--- config.mk ---
export PLATFORM = sky130hd
export DESIGN_NAME = traffic_interval_timer
export DESIGN_NICKNAME = d
export VERILOG_FILES = /design/src/rtl/traffic_pkg.sv /design/src/rtl/tick_gen.sv /design/src/rtl/traffic_interval_timer.sv
export SDC_FILE = /design/constraint.sdc
export NUM_CORES = 1
export LEC_CHECK = 0
export BUFFER_PORTS_ARGS = -buffer_cell sky130_fd_sc_hd__buf_2
export CORE_UTILIZATION = 45
export CTS_BUF_LIST = sky130_fd_sc_hd__clkbuf_16
export CTS_CLUSTER_DIAMETER = 150
export DETAILED_ROUTE_END_ITERATION = 8
export PLACE_DENSITY_LB_ADDON = 0.1
export SLEW_MARGIN = 30
export SYNTH_ARGS = -nofsm -noshare
export SYNTH_HDL_FRONTEND = slang
export SYNTH_HIERARCHICAL = 1
export SYNTH_SLANG_ARGS = --single-unit
--- constraint.sdc ---
create_clock -name clk -period 4.4 [get_ports clk]
set_input_delay 1.1 -clock clk [delete_from_list [all_inputs] [get_ports clk]]
set_output_delay 1.1 -clock clk [all_outputs]
set_load 0.01 [all_outputs]
--- src/rtl/traffic_pkg.sv ---
// traffic_pkg: interval encodings, defaults and timer states shared with stateMachine
package traffic_pkg;
  localparam int INTERVAL_W = 4;
  typedef enum logic [1:0] {T_BASE = 2'b00, T_EXT = 2'b01, T_YEL = 2'b10, T_WALK = 2'b11} time_param_e;
  typedef enum logic [1:0] {S_IDLE, S_RUN, S_DONE} timer_state_e;
  localparam logic [INTERVAL_W-1:0] DEF_BASE = 4'd6;
  localparam logic [INTERVAL_W-1:0] DEF_EXT = 4'd3;
  localparam logic [INTERVAL_W-1:0] DEF_YEL = 4'd2;
  localparam logic [INTERVAL_W-1:0] DEF_WALK = 4'd3;
  function automatic logic [INTERVAL_W-1:0] default_interval(input logic [1:0] sel);
    return sel == T_BASE ? DEF_BASE : sel == T_EXT ? DEF_EXT : sel == T_YEL ? DEF_YEL : DEF_WALK;
  endfunction
endpackage

--- src/rtl/tick_gen.sv ---
// tick_gen: one-second prescaler with sync clear; TIMER_FAST_SIM_EN makes every enabled cycle a tick
module tick_gen #(
  parameter int CLK_HZ = 50_000_000,
  parameter int DIV_W = 26
) (
  input  logic clk,
  input  logic reset,
  input  logic en,
  input  logic clr,
  output logic tick
);
`ifdef TIMER_FAST_SIM_EN
  assign tick = en;
`else
  logic [DIV_W-1:0] cnt_q, cnt_d;
  always_comb begin
    tick = en && cnt_q == DIV_W'(CLK_HZ - 1);
    cnt_d = (clr || !en || tick) ? '0 : cnt_q + DIV_W'(1);
  end
  always_ff @(posedge clk) begin
    if (!reset) cnt_q <= '0;
    else cnt_q <= cnt_d;
  end
`endif
endmodule

--- src/rtl/traffic_interval_timer.sv ---
// traffic_interval_timer: programmable interval countdown with expired pulse (TIMER_FAST_SIM_EN via tick_gen)
module traffic_interval_timer
  import traffic_pkg::*;
#(
  parameter int CLK_HZ = 50_000_000,
  parameter int DIV_W = 26
) (
  input  logic                  clk,
  input  logic                  reset,
  input  logic                  startTimer,
  input  logic [1:0]            timeParameter,
  input  logic                  reprogram,
  input  logic                  progWe,
  input  logic [1:0]            progSel,
  input  logic [INTERVAL_W-1:0] progValue,
  output logic                  expired,
  output logic                  busy,
  output logic [INTERVAL_W-1:0] remaining
);
  timer_state_e state_q, state_d;
  logic [INTERVAL_W-1:0] rem_q, rem_d, sel_val, load_val;
  logic [INTERVAL_W-1:0] regs_q [4];
  logic [INTERVAL_W-1:0] regs_d [4];
  logic tick, clr;
  tick_gen #(.CLK_HZ(CLK_HZ), .DIV_W(DIV_W)) u_tick (
    .clk(clk), .reset(reset), .en(state_q == S_RUN), .clr(clr), .tick(tick)
  );
  always_comb begin
    state_d = state_q;
    rem_d = rem_q;
    regs_d = regs_q;
    clr = 1'b0;
    sel_val = regs_q[timeParameter];
    load_val = sel_val == '0 ? INTERVAL_W'(1) : sel_val;
    if (reprogram) begin
      state_d = S_IDLE;
      rem_d = '0;
      clr = 1'b1;
      for (int i = 0; i < 4; i++) regs_d[i] = default_interval(2'(i));
    end else begin
      if (progWe) regs_d[progSel] = progValue;
      // the load reads regs_q, so a same-cycle write only affects later starts
      if (startTimer) begin
        state_d = S_RUN;
        rem_d = load_val;
        clr = 1'b1;
      end else if (state_q == S_RUN && tick) begin
        rem_d = rem_q - INTERVAL_W'(1);
        state_d = rem_q == INTERVAL_W'(1) ? S_DONE : S_RUN;
      end else if (state_q == S_DONE) begin
        state_d = S_IDLE;
      end
    end
  end
  always_ff @(posedge clk) begin
    if (!reset) begin
      state_q <= S_IDLE;
      rem_q <= '0;
      for (int i = 0; i < 4; i++) regs_q[i] <= default_interval(2'(i));
    end else begin
      state_q <= state_d;
      rem_q <= rem_d;
      regs_q <= regs_d;
    end
  end
  assign expired = state_q == S_DONE;
  assign busy = state_q == S_RUN;
  assign remaining = rem_q;
endmodule

==> results of run 1 <==
==> sequential cells by signal (all words and copies together), names as in the netlist <==
signal,cells
remaining,4
regs_q,16
state_q,2
u_tick/cnt_q,26
==> logic make-up (layout without fill, tap and decap cells) <==
logic type	after synthesis	count (layout)	synth area share
buffers and inverters	19	34	0.04426
adders and majority gates	3	3	0.01640
and+or+nand+nor	103	103	0.2574
muxes	21	21	0.1169
DFF	48	48	0.4197
xor gates and xnor gates	11	11	0.04208
AOI/OAI and AO/OA	40	40	0.1033
==> final cells by class <==
type / count / area [sq um]
fillers: 466 / 2281
multi-input cells: 178 / 1235
flip-flops and latches: 48 / 960.9
clock buffers: 5 / 125.1
repair buffers: 18 / 90.09
well taps: 67 / 83.83
inverters: 9 / 33.78
clock inverters: 2 / 7.507
==> per-layer routing <==
layer | vias up | track usage | share of wire
li1 | 919 | - | -
met1 | 856 | 0.2552 | 0.52
met2 | 17 | 0.2829 | 0.44
met3 | 5 | 0.03704 | 0.027
met4 | 0 | 0.05769 | 0.011
met5 | - | 0 | 0
==> worst reg2reg max path, cell delays in order (launching register included) <==
cell and delay (ns):
dfxtp_1 0.39, ha_1 0.20, and3_1 0.38, nand4_1 0.23, nor2_1 0.24, and3b_1 0.33
mux2i_1 0.23, a31oi_1 0.10
==> Yosys cell counts (3+ instances only) <==
| cell | instances | share of area |
|---|---|---|
| nand3_1 | 8 | 0.017 |
| or3_1 | 9 | 0.025 |
| a21oi_1 | 16 | 0.035 |
| or4_1 | 5 | 0.016 |
| and4_1 | 3 | 0.011 |
| dfxtp_1 | 48 | 0.42 |
| inv_1 | 9 | 0.015 |
| o21ai_0 | 11 | 0.024 |
| o31ai_1 | 5 | 0.016 |
| nor2_1 | 25 | 0.041 |
| mux2i_1 | 17 | 0.074 |
| buf_6 | 3 | 0.015 |
| ha_1 | 3 | 0.016 |
| xnor2_1 | 4 | 0.015 |
| nand2_1 | 21 | 0.034 |
| buf_2 | 3 | 0.0066 |
| nand4_1 | 10 | 0.027 |
| xor2_1 | 7 | 0.027 |
==> power groups by stage <==
stage | registers (mW) | logic, mW | clock network (mW)
after floorplan | 0.451 | 0.0241 | 0
after global placement | 0.451 | 0.0408 | 0
after detailed placement | 0.451 | 0.0409 | 0
after CTS | 0.441 | 0.0410 | 0.361
after global routing | 0.442 | 0.0451 | 0.385
final | 0.441 | 0.0406 | 0.353
==> how the worst min path moves through the flow <==
stage                                 from               end  slack, ns  cells past startpoint
after floorplan                 regs_q[13]        regs_q[13]       0.43                      2
after global placement          regs_q[14]        regs_q[14]       0.46                      2
after detailed placement         regs_q[1]         regs_q[1]       0.46                      2
after CTS                 u_tick/cnt_q[25]  u_tick/cnt_q[25]       0.48                      2
after global routing             regs_q[8]         regs_q[8]       0.49                      2
final                           regs_q[14]        regs_q[14]       0.47                      2
==> summary.md, run 1 <==
| Metric | Value |
|---|---|
| CP Launch Type | register |
| Cell chain of the critical path | ha_1 > and3_1 > nand4_1 > nor2_1 > and3b_1 > mux2i_1 > a31oi_1 |
| Status | completed |
| Starting Density | 0.4753 |
| Layout Utilization | 0.5265 |
| Remaining global-route overflow | 0 |
| CP Launch Point | u_tick/cnt_q[0] |
| Clock skew | between 0.002 and 0.003 ns |
| Root Buffer | clkbuf_16 |
| Stages on worst setup path | 7 |
| Crit-path max FO | 8 |
| Clk_lat worst skew | 0.28 ns |
| Post-DP Area | ~2400 sq um |
| Post-synth EDFFs | 0 |
| Max Buffers Root-to-Sink | 2 |
| DRC viols | 0 |
| Slew Limit Fails | 0 |
| Gpl congestion | around 0.74 |
| Die width | around 73 um |
| P_sw | ~170 uW |
| Clock sink count | 48 |
| Buf/Inv on CP | 0 |
| RR Startpoint | u_tick/cnt_q[0] |
| Reg2Reg Depth | 7 |
| P_leak | roughly 0.92 nW |
| Setup TNS | 0 ns |
| Worst slew margin | 0.5178 |
| R2r setup slk | between 2 and 2.5 ns |
| Sw Share | 0.2095 |
| Highest-delay cell along the critical path | dfxtp_1 |
| CTS tree | done |
| Worst Setup Slack post-DPL | around 1.9 ns |
| GRT Total Usage | 0.1823 |
| Commonest non-fill, non-tap cell in the layout | dfxtp_1 |
| Setup CP Type | reg -> reg |
| RSZ-0062 raised after global routing | false |
| Power density cells | approximately 330 nW/um^2 |
| Crit path max-delay family | simple AND/OR/NAND/NOR gates |
| Total Power | 835.1 uW |
| Mapped Nets | around 260 |
| CTS Hold Buffers Added | 0 |
| CTS buffer count | 5 |
| Worst EP required | about 4.5 ns |
| Chip Height | between 70 and 80 um |
| Capture point of the worst path | remaining[0] |
| Min cycle time layout | around 2.2 ns |
| Worst hold slack | 0.4734 ns |
| CTS resizes | 0 |
| Worst hold path type | reg -> reg |
| Iter 0 DRT Violations | between 100 and 150 |
| Critical R2R Capture | remaining[0] |
| Most frequent cells in the layout | dfxtp_1 (48), nor2_1 (25), nand2_1 (21) |
| Largest net degree at the start of global routing | 27 |
| Crit path DAT | 2.38 ns |
| Comb power frac | 0.049 |
| Fin cells | between 300 and 400 |
| Setup bufs post-CTS | 0 |
| Slew @ Worst Pin | 0.7205 ns |
| First-pass GRT wire length | 7.500 mm |
| I/O pin total | 19 |
| Vias in the first global route | 1582 |
| Final hold vios | 0 |
| Yosys synthesis warning count | 6 |
| DIE AREA | 5377 sq um |
| Async S/R FF share, synth | 0 |
| DP Cell Count | 320 |
| Slowest Stage Delay on Critical Path | ~0.39 ns |
| Vias | 1797 |
| Share of cells above drive strength 1 | 0.1346 |
| Area of the core | 4817 sq um |
| Nets | between 200 and 300 |
| Tcrit/Tclk final | 0.5082 |
| Post-DP HPWL | ~3.1 mm |
| Top FF cell, synth | dfxtp_1 |
| Drt pass-1 iters | 4 |
| Initial antenna violation count | 0 |
| FF+latch count, synth | between 40 and 50 |
| # port buffers | 18 |
| Wire per inst | 13.65 um |
| Detailed Route WL | between 4 and 5 mm |
| Number of diodes | 0 |
| Seq pwr share | 0.529 |
| CP Capture Type | register |
| Synth cell types | between 40 and 50 |
| Clock network power share | 0.423 |
| Mapped Area | between 2000 and 2500 sq um |
| Maximum VDD drop | 220.6 uV |
| Post-Syn Instances | around 250 |
| DR vias/cell | ~5.5 |
| Max-Cap Viols | 0 |
| Post-DRT Antenna Nets | 0 |
| Setup violations, final | 0 |
| Synthesis-to-finish area growth | 10.76% |
| FMAX | 447.2 MHz |
| Clk pin slew, worst setup/hold paths | approximately 0.06 ns |
| Setup ws final | roughly 2.2 ns |
| Register area share after synthesis | 0.4197 |
| Mapped Avg Cell Area | roughly 9.3 sq um |
| Post-route cell area | 2536 sq um |
| Pint | ~660 uW |
| Site row count | 25 |
| CTS H-tree depth | 2 |
(Power assumes the default switching activity.)
==> run 2: changes to the inputs <==
Clock period 4.4 ns to 2.3 ns, I/O delays scaled along.
==> run 2 against run 1 <==
Compared with the run above: critical path depth is 1 higher; combinational power is 100% higher; largest power group unchanged; worst setup slack worse by 1.9 ns; first-iteration DRC count is 8.8% higher; utilization is 1.4 points higher.
==> summary.md, run 2 (synthesized netlist as in run 1, its figures left out) <==
| Metric | Value |
|---|---|
| Reg2Reg Depth | 8 |
| Hold path cells | 2 |
| Seq pwr share | 0.518 |
| FMAX | ~490 MHz |
| Setup violations, final | 0 |
| Chip Height | approximately 73 um |
| Post-route cell area | between 2000 and 3000 sq um |
| Layout Utilization | 0.5400 |
| Tcrit/Tclk final | 0.8900 |
| Worst hold slack | about 0.47 ns |
| GRT Total Usage | 0.1865 |
| Clock skew | around 0.0061 ns |
| RSZ-0062 raised after global routing | false |
| Iter 0 DRT Violations | between 100 and 150 |
| Max FFs per register | 26 |
| Clock network power share | 0.431 |
| CP Capture Type | register |
| Root Buffer | clkbuf_16 |
| DR vias/cell | approximately 5.5 |
| CTS H-tree depth | 2 |
| Drt pass-1 iters | 6 |
| # port buffers | 18 |
| Comb power frac | 0.050 |
| CTS resizes | 0 |
| P_leak | about 0.95 nW |
| DRC viols | 0 |
| Most frequent cells in the layout | dfxtp_1 (48), nor2_1 (24), nand2_1 (21) |
| Remaining global-route overflow | 0 |
| Slew @ Worst Pin | between 0.7 and 0.8 ns |
| Slowest Stage Delay on Critical Path | 0.40 ns |
| P_sw | between 300 and 400 uW |
| CP Launch Type | register |
| Vias | between 1500 and 2000 |
| Worst slew margin | 0.5313 |
| Stages on worst setup path | 8 |
| Wire per inst | around 14 um |
| Detailed Route WL | around 4.6 mm |
| Clk_lat worst skew | around 0.28 ns |
| CTS Hold Buffers Added | 0 |
| Worst EP required | around 2.4 ns |
| Post-DRT Antenna Nets | 0 |
| Worst Setup Slack post-DPL | roughly 0.1 ns |
| Gpl congestion | roughly 0.75 |
| Final hold vios | 0 |
| Post-DP Area | 2449 sq um |
| Pint | between 1 and 1.5 mW |
| Starting Density | 0.4753 |
| CTS tree | done |
| Cell chain of the critical path | inv_1 > nor2_1 > nor4b_2 > nand4_1 > nor2_2 > and3b_1 > mux2i_1 > a31oi_1 |
| Largest net degree at the start of global routing | 27 |
| Clk pin slew, worst setup/hold paths | ~0.06 ns |
| Site row count | 25 |
| Crit-path max FO | 6 |
| Vias in the first global route | around 1700 |
| Sw Share | 0.2170 |
| Area of the core | 4817 sq um |
| Number of diodes | 0 |
| Setup CP Type | reg -> reg |
| Initial antenna violation count | 0 |
| Max Buffers Root-to-Sink | 2 |
| Max-Cap Viols | 0 |
| Post-DP HPWL | around 3.2 mm |
| Clock sink count | 48 |
| First-pass GRT wire length | 7.734 mm |
| I/O pin total | 19 |
| Setup bufs post-CTS | 0 |
| Setup ws final | approximately 0.25 ns |
| Die width | 73.33 um |
| Crit path max-delay family | simple AND/OR/NAND/NOR gates |
| Worst hold path type | reg -> reg |
| Min cycle time layout | 2.047 ns |
| CTS buffer count | 5 |
| Slew Limit Fails | 0 |
| Nets | about 280 |
| Share of cells above drive strength 1 | 0.1685 |
| Highest-delay cell along the critical path | dfxtp_1 |
| DIE AREA | roughly 5400 sq um |
| Maximum VDD drop | around 390 uV |
| Synthesis-to-finish area growth | 13.61% |
| Power density cells | approximately 630 nW/um^2 |
| Commonest non-fill, non-tap cell in the layout | dfxtp_1 |
| Crit path DAT | between 2 and 2.5 ns |
| Setup TNS | 0 ns |
| Buf/Inv on CP | 1 |
| Most flops, register | u_tick/cnt_q |
| Status | completed |
-- run 2: cell count changes in the layout (fill, tap and decap cells not counted) --
cell,before,now
clkinv_1,2,1
buf_4,0,6
nor2_1,25,24
clkinvlp_4,0,2
nor4b_1,2,1
nor2_2,0,1
nor4b_2,0,1
-- run 2: final cells by class --
| class | instances | area (sq um) |
|---|---|---|
| Tap cell | 67 | 83.83 |
| Clock inverter | 3 | 18.77 |
| Fill cell | 475 | 2216 |
| Multi-Input combinational cell | 178 | 1244 |
| Clock buffer | 5 | 125.1 |
| Timing Repair Buffer | 24 | 135.1 |
| Inverter | 9 | 33.78 |
| Sequential cell | 48 | 960.9 |
-- run 2: path summary, 6_finish.rpt --
path / start / to / slack, ns
min: regs_q[8] / regs_q[8] / 0.47
max: state_q[0] / remaining[0] / 0.25
max reg2reg: state_q[0] / remaining[0] / 0.25
min reg2reg: regs_q[8] / regs_q[8] / 0.47
-- run 2: stage by stage --
step / instances / power [mW]
after floorplan: 245 / 0.9092
after global placement: 326 / 0.9441
after detailed placement: 326 / 0.9447
after CTS: 334 / 1.652
after global routing: 334 / 1.692
final: 334 / 1.628
-- run 2: power by group through the flow --
stage	Combinational [mW]	Clock [mW]	Sequential, mW
2_1_floorplan	0.0462	0	0.863
3_3_place_gp	0.0814	0	0.863
3_5_place_dp	0.0819	0	0.863
4_1_cts	0.0822	0.726	0.844
5_1_grt	0.0909	0.756	0.845
6_report	0.0816	0.702	0.844
-- run 2: routing by layer --
| layer | share of wire | track usage |
|---|---|---|
| met4 | 0.0077 | 0.04487 |
| met2 | 0.45 | 0.2912 |
| met1 | 0.51 | 0.2608 |
| met3 | 0.028 | 0.04527 |
| met5 | 0 | 0 |
-- run 2: worst reg2reg max path, stage by stage, from the launching register on --
cell and delay [ns]:
dfxtp_1 0.40, inv_1 0.08, nor2_1 0.11, nor4b_2 0.25, nand4_1 0.23, nor2_2 0.23
and3b_1 0.30, mux2i_1 0.22, a31oi_1 0.09
